==> src/rtl/serial_pkg.sv <==
// serial_pkg -- definitions shared by the serial blocks (uart_rx and the
// matching uart_tx).
//
// Contents:
//   DEF_CLKS_PER_BIT : default clock cycles per serial bit (16)
//   DEF_DATA_BITS    : default data bits per frame (8)
//   serial_state_e   : frame FSM state encodings
//
// Configuration macro: UART_RX_PARITY_EN
//   defined   -> the state set includes ST_PARITY (even-parity bit after data)
//   undefined -> start + data + stop only, no ST_PARITY encoding exists
package serial_pkg;

  localparam int DEF_CLKS_PER_BIT = 16;
  localparam int DEF_DATA_BITS    = 8;

`ifdef UART_RX_PARITY_EN
  typedef enum logic [2:0] {
    ST_IDLE   = 3'd0,
    ST_START  = 3'd1,
    ST_DATA   = 3'd2,
    ST_STOP   = 3'd3,
    ST_PARITY = 3'd4
  } serial_state_e;
`else
  typedef enum logic [2:0] {
    ST_IDLE  = 3'd0,
    ST_START = 3'd1,
    ST_DATA  = 3'd2,
    ST_STOP  = 3'd3
  } serial_state_e;
`endif

endpackage

==> src/rtl/sync_2ff.sv <==
// sync_2ff -- two-flop synchronizer for a single asynchronous input.
//
// Ports:
//   clk   : destination clock
//   rst_n : asynchronous active-low reset; both stages reset to 1 so an
//           idle-high serial line does not see a spurious falling edge
//   d     : asynchronous input
//   q     : synchronized output (two clk cycles of latency)
module sync_2ff (
  input  logic clk,
  input  logic rst_n,
  input  logic d,
  output logic q
);

  logic meta_q;
  logic meta_d;
  logic sync_q;
  logic sync_d;

  always_comb begin
    meta_d = d;
    sync_d = meta_q;
  end

  always_ff @(posedge clk or negedge rst_n) begin
    if (!rst_n) begin
      meta_q <= 1'b1;
      sync_q <= 1'b1;
    end else begin
      meta_q <= meta_d;
      sync_q <= sync_d;
    end
  end

  assign q = sync_q;

endmodule

==> src/rtl/uart_rx.sv <==
// uart_rx -- UART receiver with a valid/ready output handshake.
//
// Parameters:
//   CLKS_PER_BIT : clk cycles per serial bit (even, >= 4)
//   DATA_BITS    : data bits per frame (5..8), sent LSB first
//
// Ports:
//   clk        : system clock, all state updates on its rising edge
//   rst_n      : asynchronous active-low reset
//   rxd        : asynchronous serial line, idles high
//   rx_data    : received word, stable while rx_valid is high
//   rx_valid   : rx_data holds an unconsumed word
//   rx_ready   : consumer accepts; transfer on rx_valid && rx_ready
//   frame_err  : one-cycle pulse when the stop bit is sampled low
//   overrun    : one-cycle pulse when a completed word is dropped
//   parity_err : (UART_RX_PARITY_EN only) one-cycle pulse on parity mismatch
//
// Configuration macro: UART_RX_PARITY_EN
//   defined   -> an even-parity bit is expected between data and stop
//   undefined -> frame is start + data + stop, no parity_err port
//
// A frame is only accepted after a high level has been seen on the
// synchronized line since the previous frame (or since reset), so a line
// stuck low after a framing error or reset never starts a new frame.
module uart_rx
  import serial_pkg::*;
#(
  parameter int CLKS_PER_BIT = DEF_CLKS_PER_BIT,
  parameter int DATA_BITS    = DEF_DATA_BITS
) (
  input  logic                 clk,
  input  logic                 rst_n,
  input  logic                 rxd,
  output logic [DATA_BITS-1:0] rx_data,
  output logic                 rx_valid,
  input  logic                 rx_ready,
  output logic                 frame_err,
  output logic                 overrun
`ifdef UART_RX_PARITY_EN
  ,
  output logic                 parity_err
`endif
);

  localparam int CNT_W = $clog2(CLKS_PER_BIT);
  localparam int BIT_W = $clog2(DATA_BITS);

  // Sample points: half a bit into the start bit, then one full bit later
  // for every following bit, so each sample lands mid-bit.
  localparam logic [CNT_W-1:0] HALF_M1  = CNT_W'(CLKS_PER_BIT / 2 - 1);
  localparam logic [CNT_W-1:0] FULL_M1  = CNT_W'(CLKS_PER_BIT - 1);
  localparam logic [BIT_W-1:0] LAST_BIT = BIT_W'(DATA_BITS - 1);

  logic rxd_s;

  serial_state_e        state_q,    state_d;
  logic [CNT_W-1:0]     samp_cnt_q, samp_cnt_d;
  logic [BIT_W-1:0]     bit_cnt_q,  bit_cnt_d;
  logic [DATA_BITS-1:0] shift_q,    shift_d;
  logic                 armed_q,    armed_d;
  logic [1:0]           sync_vld_q, sync_vld_d;
  logic [DATA_BITS-1:0] rx_data_q,  rx_data_d;
  logic                 rx_valid_q, rx_valid_d;
  logic                 frame_err_q, frame_err_d;
  logic                 overrun_q,  overrun_d;
`ifdef UART_RX_PARITY_EN
  logic                 par_bad_q,    par_bad_d;
  logic                 parity_err_q, parity_err_d;
`endif

  sync_2ff u_sync (
    .clk   (clk),
    .rst_n (rst_n),
    .d     (rxd),
    .q     (rxd_s)
  );

  always_comb begin
    state_d     = state_q;
    samp_cnt_d  = samp_cnt_q;
    bit_cnt_d   = bit_cnt_q;
    shift_d     = shift_q;
    armed_d     = armed_q;
    rx_data_d   = rx_data_q;
    rx_valid_d  = rx_valid_q;
    frame_err_d = 1'b0;
    overrun_d   = 1'b0;
`ifdef UART_RX_PARITY_EN
    par_bad_d    = par_bad_q;
    parity_err_d = 1'b0;
`endif

    // The synchronizer stages come out of reset holding 1, which is not a
    // real observation of the line. sync_vld_q[1] marks the point where
    // rxd_s reflects rxd sampled after reset release.
    sync_vld_d = {sync_vld_q[0], 1'b1};

    if (rx_valid_q && rx_ready) begin
      rx_valid_d = 1'b0;
    end

    case (state_q)
      ST_IDLE: begin
        samp_cnt_d = '0;
        bit_cnt_d  = '0;
        if (sync_vld_q[1]) begin
          if (rxd_s) begin
            armed_d = 1'b1;
          end else if (armed_q) begin
            state_d = ST_START;
          end
        end
      end

      ST_START: begin
        if (samp_cnt_q == HALF_M1) begin
          samp_cnt_d = '0;
          state_d    = rxd_s ? ST_IDLE : ST_DATA;
        end else begin
          samp_cnt_d = samp_cnt_q + CNT_W'(1);
        end
      end

      ST_DATA: begin
        if (samp_cnt_q == FULL_M1) begin
          samp_cnt_d = '0;
          shift_d    = {rxd_s, shift_q[DATA_BITS-1:1]};
          if (bit_cnt_q == LAST_BIT) begin
            bit_cnt_d = '0;
`ifdef UART_RX_PARITY_EN
            state_d   = ST_PARITY;
`else
            state_d   = ST_STOP;
`endif
          end else begin
            bit_cnt_d = bit_cnt_q + BIT_W'(1);
          end
        end else begin
          samp_cnt_d = samp_cnt_q + CNT_W'(1);
        end
      end

`ifdef UART_RX_PARITY_EN
      ST_PARITY: begin
        if (samp_cnt_q == FULL_M1) begin
          samp_cnt_d = '0;
          // Even parity: data bits plus parity bit must XOR to zero.
          par_bad_d  = ^{shift_q, rxd_s};
          state_d    = ST_STOP;
        end else begin
          samp_cnt_d = samp_cnt_q + CNT_W'(1);
        end
      end
`endif

      ST_STOP: begin
        if (samp_cnt_q == FULL_M1) begin
          samp_cnt_d = '0;
          state_d    = ST_IDLE;
          armed_d    = 1'b0;
          if (!rxd_s) begin
            frame_err_d = 1'b1;
          end
`ifdef UART_RX_PARITY_EN
          else if (par_bad_q) begin
            parity_err_d = 1'b1;
          end
`endif
          // Either the holding register is free or it is being emptied in
          // this very cycle; in both cases the new word takes its place.
          else if (!rx_valid_q || rx_ready) begin
            rx_data_d  = shift_q;
            rx_valid_d = 1'b1;
          end else begin
            overrun_d = 1'b1;
          end
        end else begin
          samp_cnt_d = samp_cnt_q + CNT_W'(1);
        end
      end

      default: begin
        state_d    = ST_IDLE;
        samp_cnt_d = '0;
        bit_cnt_d  = '0;
      end
    endcase
  end

  always_ff @(posedge clk or negedge rst_n) begin
    if (!rst_n) begin
      state_q     <= ST_IDLE;
      samp_cnt_q  <= '0;
      bit_cnt_q   <= '0;
      shift_q     <= '0;
      armed_q     <= 1'b0;
      sync_vld_q  <= 2'b00;
      rx_data_q   <= '0;
      rx_valid_q  <= 1'b0;
      frame_err_q <= 1'b0;
      overrun_q   <= 1'b0;
`ifdef UART_RX_PARITY_EN
      par_bad_q    <= 1'b0;
      parity_err_q <= 1'b0;
`endif
    end else begin
      state_q     <= state_d;
      samp_cnt_q  <= samp_cnt_d;
      bit_cnt_q   <= bit_cnt_d;
      shift_q     <= shift_d;
      armed_q     <= armed_d;
      sync_vld_q  <= sync_vld_d;
      rx_data_q   <= rx_data_d;
      rx_valid_q  <= rx_valid_d;
      frame_err_q <= frame_err_d;
      overrun_q   <= overrun_d;
`ifdef UART_RX_PARITY_EN
      par_bad_q    <= par_bad_d;
      parity_err_q <= parity_err_d;
`endif
    end
  end

  assign rx_data   = rx_data_q;
  assign rx_valid  = rx_valid_q;
  assign frame_err = frame_err_q;
  assign overrun   = overrun_q;
`ifdef UART_RX_PARITY_EN
  assign parity_err = parity_err_q;
`endif

endmodule

==> config.mk <==
export PLATFORM = sky130hd
export DESIGN_NAME = uart_rx
export DESIGN_NICKNAME = d
export VERILOG_FILES = /design/src/rtl/serial_pkg.sv /design/src/rtl/sync_2ff.sv /design/src/rtl/uart_rx.sv
export SDC_FILE = /design/constraint.sdc
export NUM_CORES = 1
export LEC_CHECK = 0
export ABC_AREA = 1
export CAP_MARGIN = 20
export CORE_MARGIN = 1.5
export CORE_UTILIZATION = 59
export CTS_CLUSTER_DIAMETER = 200
export CTS_CLUSTER_SIZE = 10
export DETAILED_ROUTE_END_ITERATION = 7
export GPL_ROUTABILITY_DRIVEN = 1
export PLACE_DENSITY = 0.82
export SLEW_MARGIN = 20
export SYNTH_ARGS = -nofsm -noshare
export SYNTH_HDL_FRONTEND = slang
export SYNTH_SLANG_ARGS = --single-unit
==> constraint.sdc <==
create_clock -name clk -period 2.9 [get_ports clk]
set_input_delay 0.29 -clock clk [delete_from_list [all_inputs] [get_ports clk]]
set_output_delay 0.29 -clock clk [all_outputs]
set_load 0.1 [all_outputs]
Word-level counts from Yosys, hierarchy flattened --
Index checks and enable logic that the tools add are counted.
Operators by class: eq/ne operators 14, add/subtract/negate cells 2, bitwise operators 1, multiplexer cells 31, reductions and logical operators 12
Operators with widths (number):
- 3-bit two-way mux | 9
- 1-bit two-way mux | 15
- 2-bit != test, second input constant | 7
- 3-bit one-hot mux with 4 select lines | 1
- 4-bit two-way mux | 2
- 4-bit one-hot mux with 2 select lines | 1
- 4-bit AND reduction | 2
- 7-bit AND reduction | 1
- 3-bit by 2-bit equality test with 1-bit output, second input constant | 2
- 3-bit one-hot mux with 2 select lines | 1
- 4-bit by 1-bit adder with 4-bit output, second input constant | 1
- 4-bit by 3-bit equality test with 1-bit output, second input constant | 1
- 4-bit equality test, second input constant | 1
- 2-bit AND reduction | 2
- 2-bit OR reduction | 2
- 3-bit by 1-bit adder with 3-bit output, second input constant | 1
- 3-bit by 1-bit equality test with 1-bit output, second input constant | 1
- 3-bit equality test, second input constant | 1
- 3-bit logical NOT | 1
- 2-bit two-way mux | 1
- 2-bit by 1-bit != test with 1-bit output, second input constant | 1
- 1-bit one-hot mux with 2 select lines | 1
- 2-bit nonzero test | 1
- 1-bit logical AND | 1
- 3 further kinds | 3
Word-level totals: output and inout bits 11, bits of input ports 4, bits in registers 34

Logic depth before layout (Yosys ltp) --
Gate-level depths: netlist (run 1).
word-level depth 6, depth in mapped cells 9, mapped depth without buffers 9

Cells and area by module --
Synthesis (run 1) repeated with hierarchy kept, for this count alone.
Unflattened totals: cell total of the unflattened synthesis 147, area, all modules 1420.1 µm²
Modules (own cells, without submodules):
- uart_rx | instances 1, area each 1367.6 µm², cells an instance 145
- sync_2ff | instances 1, area each 52.6 µm², cells an instance 2

Worst setup path before layout (run 1) --
Ideal clock, no wire load.
path type register -> register, from reg rx_valid_q (netlist: rx_valid), to reg rx_data_q[6] (netlist: rx_data[6]), slack 1284 ps, data arrival time 1542 ps, period minus slack after synthesis 1616 ps, data required time 2826 ps, buffers on the path 1, cell stages (with the launch flop) 8, cell sequence dfrtp_1 > inv_1 > nor2_1 > inv_1 > nand3_4 > buf_6 > nand2_2 > o21ai_2
On the way: word-level cells in the longest chain between the ends 3
RTL lines:
- from (decl) | RTL line uart_rx.sv:63 | logic rx_valid_q, rx_valid_d;
- from (signal assigned) | RTL line uart_rx.sv:214 | rx_valid_q <= rx_valid_d;
- 1-bit logical NOT | RTL line uart_rx.sv:171 | else if (!rx_valid_q || rx_ready) begin
- 1-bit logical OR | RTL line uart_rx.sv:171
- 4-bit AND reduction (no source line)
- to (signal assigned) | RTL line uart_rx.sv:213 | rx_data_q <= rx_data_d;
- to (decl) | RTL line uart_rx.sv:62 | logic [DATA_BITS-1:0] rx_data_q, rx_data_d;
Every way passes these cells. A chain may end at the register's enable or synchronous reset.

Worst setup path in the final report (run 1) --
from reg samp_cnt_q[0], to reg shift_q[3]
On the way: word-level cells in the longest chain between the ends 2
RTL lines:
- from (decl) | RTL line uart_rx.sv:57 | logic [CNT_W-1:0] samp_cnt_q, samp_cnt_d;
- from (signal assigned) | RTL line uart_rx.sv:208 | samp_cnt_q <= samp_cnt_d;
- 4-bit equality test | RTL line uart_rx.sv:125 | if (samp_cnt_q == FULL_M1) begin
- 2-bit AND reduction (no source line)
- to (signal assigned) | RTL line uart_rx.sv:210 | shift_q <= shift_d;
- to (decl) | RTL line uart_rx.sv:59 | logic [DATA_BITS-1:0] shift_q, shift_d;
Every way passes these cells.

==> impl_results.md, run 1 <==
* Outcome: completed
* Share of layout cells above drive strength 1 at 30.54%
* Critical Path End Type: flip-flop
* Hold WC Path Type: input pin to async pin
* Post-route cell area at 0.001658 mm²
* Postcts setup bufs at 0
* Post-DRT Antenna Nets at 0
* CP top delay family: simple AND/OR/NAND/NOR gates
* CTS Buffer Depth at 2
* CP arrival at 1.67 ns
* Clock Sinks at 33
* Maximum clock rate at 695.3 MHz
* Layout Cells excl Fill at 195
* Largest net degree at the start of global routing at 34
* Yosys reg bits at 33
* Post-synth cell types at 21
* Die area at 0.002821 mm²
* Count leader, synth: nand2_1
* GP Congestion at 0.7929
* Multiplexer share of the synthesized area at 0%
* CP Data Required Time at 3.13 ns
* CP Cell Sequence: ha_1, nand2_2, nor2_8, nand3_4, nand2_1, o21ai_2
* CORE AREA at 0.002297 mm²
* Crit share post-route at 49.59%
* Post-Route WL at 2223 µm
* Layout Skew at 0.01423 ns
* Critical path peak fanout at 18
* Final setup vio count at 0
* Register area share after synthesis at 55.91%
* Post-synthesis xor/xnor area fraction at 0%
* Hold buffer count at cts at 0
* Post-synth top cells: 38 x nand2_1, 31 x dfrtp_1, 18 x inv_1, 18 x o21ai_2
* Placed instance area at 0.001603 mm²
* Synth top area cells: dfrtp_1 52%, o21ai_2 11%, nand2_1 9.6%
* FILL cells at 169
* Vias in the first global route at 924
* Leading area contributor after synthesis: dfrtp_1
* Layout net count at 173
* WS Path Type: flip-flop to flip-flop
* Post-synthesis cell count at 147
* Most used DFF post-synth: dfrtp_1
* Fin. Hold Viols at 0
* Num CTS Buffers at 5
* Ys Warns at 0
* Cell Area, Synth at 0.001481 mm²
* Crit-path max cell delay at 0.38 ns
* IO Port Bufs at 14
* Simple-gate area share of the yosys netlist at 21.28%
* Die width at 53.11 µm
* Unrepaired setup endpoints after global routing: false
* Chip Height at 53.11 µm
* Post-synthesis compound-gate area fraction at 12.67%
* R2r startpoint: samp_cnt_q[0]$_DFF_PN0_
* Syn-to-layout area delta at 11.91%
* Reg area at 828.3 µm²
* CTS clk-pin slew, worst paths at 0.11 ns
* DR vias/cell at 5.015
* I/O pins at 15
* Avg WL per Cell at 11.40 µm
* Slowest CP cell: dfrtp_1
* Initial cell density of the core at 64.49%
* Multi-input logic area at 544.3 µm²
* GRT overflow at 0
* Syn Nets at 154
* Power per Cell Area at 591.2 mW/mm²
* First-pass GRT wire length at 3905 µm
* Clock Root Buffer: clkbuf_4
* Yosys top cell area share at 52.36%
* Main combinational cell family by area after synthesis: simple AND/OR/NAND/NOR gates
* Setup TNS at 0 ns
* Detailed Routing Iterations Pass 1 at 4
* CTS resizes at 0
* H-tree depth at 2
* Antenna violations before repair at 0
* Routed vias at 978
* DRC viols at 0
* Max_cap viols at 0
* Rows at 17
* Leakage at 0.8234 nW
* Adder-cell area share of the yosys netlist at 2.534%
* Mean Syn Cell Area at 10.08 µm²
* EDFF count, synth at 0
* DP HPWL at 1665 µm
* Total track usage at 19.73%
* Setup slack at placement at 1.405 ns
* Max Slew Vio Count at 0
* Fin crit period at 1.438 ns
* WP buf/inv at 0
* Clk Latency, worst-skew pair at 0.33 ns
* Worst setup startpoint: samp_cnt_q[0]$_DFF_PN0_
* Max rail drop VDD at 440.9 µV
* Placed cells at 187
* CTS tree: done
* DR iter-0 viols at 14
* Startpoint types: flip-flop
* Synth async-reset ratio at 100.0%
* Final WS setup at 1.462 ns
* N_diodes at 0
==> worst paths after layout <==
check                                                to  slack (ns)  depth (start not counted)
min in group clk                sync_vld_q[1]$_DFF_PN0_        0.36                          0
max in group asynchronous            u_sync.q$_DFF_PN1_        2.21                          2
worst max register to register   shift_q[3]$_DFFE_PN0P_        1.46                          6
worst min register to register  sync_vld_q[1]$_DFF_PN0_        0.36                          0
worst max-delay path             shift_q[3]$_DFFE_PN0P_        1.46                          6
worst min-delay path                armed_q$_DFFE_PN0P_        0.35                          2
==> kinds of logic (layout without fill, tap and decap cells) <==
family	count (synthesis)	after routing
and+or+nand+nor	64	64
adders and majority gates	3	3
AOI/OAI and AO/OA	23	23
DFF	33	33
buffers and inverters	23	43
other	1	1
==> flip-flops by register name, indices dropped and copies added, names as in the netlist <==
name,cells
overrun,1
rx_valid,1
frame_err,1
sync_vld_q,2
samp_cnt_q,4
u_sync.q,1
rx_data,8
armed_q,1
u_sync.meta_q,1
shift_q,8
bit_cnt_q,3
state_q,2
==> stage by stage <==
step           utilization [%]  hold WS, ns  power, mW
2_1_floorplan                -    -0.005591     0.7060
3_3_place_gp             69.77       0.3333     0.7375
3_5_place_dp             69.77       0.3426     0.7498
4_1_cts                  72.17       0.3519     0.9916
5_1_grt                  72.17       0.3577      1.052
6_report                 72.17       0.3482     0.9801
==> cell type report <==
type	instances	share of cell area (%)
Clock inverter	3	1.057
Multi-Input combinational cell	91	32.83
Sequential cell	33	49.96
Clock buffer	5	2.264
Inverter	20	4.528
Tap cell	28	2.113
Timing Repair Buffer	15	7.245
==> report_power, final <==
part	internal (mW)	switching, mW
Sequential	0.498	0.0437
Clock	0.0913	0.150
Combinational	0.0620	0.134
Total	0.652	0.329
==> per-layer routing <==
metal,global-route usage (%),wire length [µm],up-vias
met2,32.29,1080,17
met1,23.84,1013,455
met4,8.974,36,0
met5,0,0,-
li1,-,-,501
met3,5.932,92,5
==> cells in the final DEF, fill, tap and decap left out <==
master and count:
a21oi_1 3, buf_4 12, clkbuf_4 5, clkdlybuf4s50_1 3, clkinv_2 2, clkinvlp_4 1
conb_1 1, dfrtp_1 31, dfstp_2 2, ha_1 3, inv_1 18, inv_2 2
nand2_1 38, nand2_2 4, nand3_1 7, nand3_4 2, nand4_1 1, nor2_1 7
nor2_2 2, nor2_8 1, nor3_1 1, nor3b_1 1, o211a_1 1, o21ai_0 1
o21ai_2 18
No activity file was read; power rests on OpenSTA's default activity.
==> inputs of run 2 (changes only) <==
--- a/config.mk
+++ b/config.mk
@@ -8,12 +8,12 @@
 export ABC_AREA = 1
 export CAP_MARGIN = 20
 export CORE_MARGIN = 1.5
-export CORE_UTILIZATION = 59
+export CORE_UTILIZATION = 55
 export CTS_CLUSTER_DIAMETER = 200
 export CTS_CLUSTER_SIZE = 10
 export DETAILED_ROUTE_END_ITERATION = 7
 export GPL_ROUTABILITY_DRIVEN = 1
-export PLACE_DENSITY = 0.82
+export PLACE_DENSITY = 0.78
 export SLEW_MARGIN = 20
 export SYNTH_ARGS = -nofsm -noshare
 export SYNTH_HDL_FRONTEND = slang
==> constraint.sdc (replaced) <==
create_clock -name clk -period 1.4 [get_ports clk]
set_input_delay 0.14 -clock clk [delete_from_list [all_inputs] [get_ports clk]]
set_output_delay 0.14 -clock clk [all_outputs]
set_load 0.1 [all_outputs]
==> run 2 against run 1 <==
Effect of this change:
- clock skew is 0.0057 ns lower
- worst hold slack worse by 0.22 ns
- count of clock-buffer cells in the layout is 2 higher
- critical path depth stayed put
- largest cell class unchanged
- design area is 21% higher
- die area is 6.9% higher
- non-clock buffer count is 8 higher
- critical path type unchanged
- register-to-register slack worse by 1.4 ns
- combinational power grew to 3.4 times the previous value
- largest power group unchanged
- via count is 13% higher
- first-iteration DRC count is 64% higher
==> impl_results.md, run 2 (synthesized netlist as in run 1, its figures left out) <==
* Total track usage at 21.68% (+1.9 points)
* Antenna violations before repair at 0 (unchanged)
* Num CTS Buffers at 5 (unchanged)
* R2r startpoint: samp_cnt_q[1]$_DFF_PN0_
* Detailed Routing Iterations Pass 1 at 4 (unchanged)
* Cells on worst reg2reg path at 6 (unchanged)
* Most frequent cells in the layout: 30 x nand2_1, 30 x dfrtp_1, 18 x o21ai_2, 17 x inv_1
* IO Port Bufs at 14 (unchanged)
* Chip Height at 54.90 µm (+3.4%)
* Post-DRT Antenna Nets at 0 (unchanged)
* Layout net count at 185 (+6.9%)
* Unrepaired setup endpoints after global routing: true
* DP HPWL at 1886 µm (+13%)
* Layout Skew at 0.008490 ns (-0.005741 ns)
* GRT overflow at 0 (unchanged)
* Avg WL per Cell at 15.13 µm (+33%)
* DR iter-0 viols at 23 (+9)
* Routed vias at 1101 (+13%)
* Int Power at 1.691 mW (+160%)
* Comb pwr share at 26.3% (+6.3 points)
* Syn-to-layout area delta at 35.64%
* Worst setup startpoint: samp_cnt_q[1]$_DFF_PN0_
* Leakage at 0.9181 nW (+12%)
* Setup TNS at 0 ns (unchanged)
* Worst r2r dst: shift_q[0]$_DFFE_PN0P_
* GP Congestion at 0.8114 (+2.3%)
* I/O pins at 15 (unchanged)
* Outcome: completed
* Hold WC Path Type: input pin to async pin
* Sw power at 0.8564 mW (+160%)
* Largest net degree at the start of global routing at 21 (-38%)
* Flop pwr share at 44.2% (-11 points)
* WS Path Type: flip-flop to flip-flop
* Initial cell density of the core at 58.73% (-5.8 points)
* PnR Total Power at 2.547 mW (+160%)
* First-pass GRT wire length at 4498 µm (+15%)
* Final setup vio count at 0 (unchanged)
* Maximum clock rate at 720.8 MHz (+3.7%)
* Critical Path End Type: flip-flop
* Reg2reg setup slack at 0.01 ns (-1.45 ns)
* DRC viols at 0 (unchanged)
* CP Data Required Time at 1.64 ns (-1.49 ns)
* Clock Sinks at 33 (unchanged)
* CTS tree: done
* Clock Root Buffer: clkbuf_4
* Fin crit period at 1.387 ns (-0.05089 ns)
* Slowest CP cell: dfrtp_1
* CP arrival at 1.63 ns (-0.04 ns)
* Die width at 54.90 µm (+3.4%)
* Clk Latency, worst-skew pair at 0.34 ns (about the same)
* Crit-path max cell delay at 0.43 ns (+0.05 ns)
* CORE AREA at 0.002522 mm² (+9.8%)
* DR vias/cell at 5.268 (+5.0%)
* Switch share at 33.62% (+0.099 points)
* Post-route cell area at 0.002009 mm² (+21%)
* Max Slew Vio Count at 0 (unchanged)
* CTS Buffer Depth at 2 (unchanged)
* Clk pwr share at 29.4% (+4.7 points)
* N_diodes at 0 (unchanged)
* Crit share post-route at 99.09% (+49 points)
* Startpoint types: flip-flop
* CTS clk-pin slew, worst paths at 0.10 ns (about the same)
* Critical path peak fanout at 8 (-10)
* Die area at 0.003014 mm² (+6.9%)
* Share of layout cells above drive strength 1 at 43.02% (+12 points)
* Placed instance area at 0.001782 mm² (+11%)
* H-tree depth at 2 (unchanged)
* Vias in the first global route at 1002 (+8.4%)
* Power per Cell Area at 1268 mW/mm² (+110%)
* Max rail drop VDD at 1230 µV (+180%)
* CP Cell Sequence: ha_4, nand2_4, nor2_8, nand3_2, nand2_1, o21ai_2
* Rows at 18 (+1)
* Max_cap viols at 0 (unchanged)
* Post-Route WL at 3163 µm (+42%)
* Hold buffer count at cts at 0 (unchanged)
* Fin. Hold Viols at 0 (unchanged)
* Layout Cells excl Fill at 209 (+7.2%)
* Placed cells at 194 (+3.7%)
==> run 2: changes by cell type in the layout (fill, tap and decap cells not counted), sizes merged <==
cell and change:
clkinv -2, bufinv +1, clkinvlp -1, buf +8
nand3 +4, clkbuf +2
==> run 2: power groups by stage <==
stage | Sequential [mW] | Clock, mW | Combinational (mW)
final | 1.13 | 0.750 | 0.671
after global routing | 1.13 | 0.802 | 0.748
after CTS | 1.11 | 0.740 | 0.515
after detailed placement | 1.13 | 0 | 0.483
after global placement | 1.12 | 0 | 0.453
after floorplan | 1.10 | 0 | 0.359
==> run 2: final cells by class <==
cell class / count / area, µm²
clock buffer: 7 / 55.05
clock inverter: 1 / 30.03
fill: 160 / 513.0
inverter: 20 / 75.07
multi-input combinational: 95 / 664.4
sequential: 33 / 829.5
tap: 30 / 37.54
timing repair buffer: 23 / 317.8
==> run 2: what timing repair did <==
item                                    4_1_cts  5_1_grt
setup buffers                                 0        3
gates resized for setup                       2       18
cloned                                        1        3
endpoints found under the setup margin       19       20
pin swaps                                     0       14
==> run 2: routing by layer <==
metal	routed length [µm]	vias up	part of all wire [%]	track usage, %
li1	-	532	-	-
met1	1361	534	43	28.21
met2	1610	27	51	34.33
met3	129	8	4.1	4.839
met4	62	0	2.0	10.57
met5	0	-	0	0
==> run 2: stage by stage <==
step	util, %	setup WS, ns	hold slack (ns)
4_1_cts	74.60	-0.04405	0.1408
3_3_place_gp	70.63	0.03194	0.3321
5_1_grt	79.66	-0.07277	0.1466
3_5_place_dp	70.63	-0.03543	0.3457
6_report	79.66	0.01273	0.1269
2_1_floorplan	-	0.05188	-0.1556
==> run 2: critical path, delay by kind of cell (launching register included) <==
family / cells / cell delay (ns)
flops: 1 / 0.43
simple gates: 4 / 0.62
compound gates: 1 / 0.06
fa+ha+maj: 1 / 0.18
==> run 2: worst max path at each step <==
stage | to | slack (ns) | cells after the start
final | shift_q[0]$_DFFE_PN0P_ | 0.01 | 6
after global routing | rx_data[6]$_DFFE_PN0P_ | -0.07 | 5
after CTS | bit_cnt_q[0]$_DFFE_PN0P_ | -0.04 | 5
after detailed placement | shift_q[1]$_DFFE_PN0P_ | -0.04 | 6
after global placement | shift_q[6]$_DFFE_PN0P_ | 0.03 | 6
after floorplan | rx_data[6]$_DFFE_PN0P_ | 0.05 | 7
==> inputs of run 3 (changes only) <==
--- a/config.mk
+++ b/config.mk
@@ -10,7 +10,7 @@
 export CORE_MARGIN = 1.5
 export CORE_UTILIZATION = 55
 export CTS_CLUSTER_DIAMETER = 200
-export CTS_CLUSTER_SIZE = 10
+export CTS_CLUSTER_SIZE = 30
 export DETAILED_ROUTE_END_ITERATION = 7
 export GPL_ROUTABILITY_DRIVEN = 1
 export PLACE_DENSITY = 0.78
==> results of run 3 <==
Final layout, timing and power as in run 2 (identical DEF).
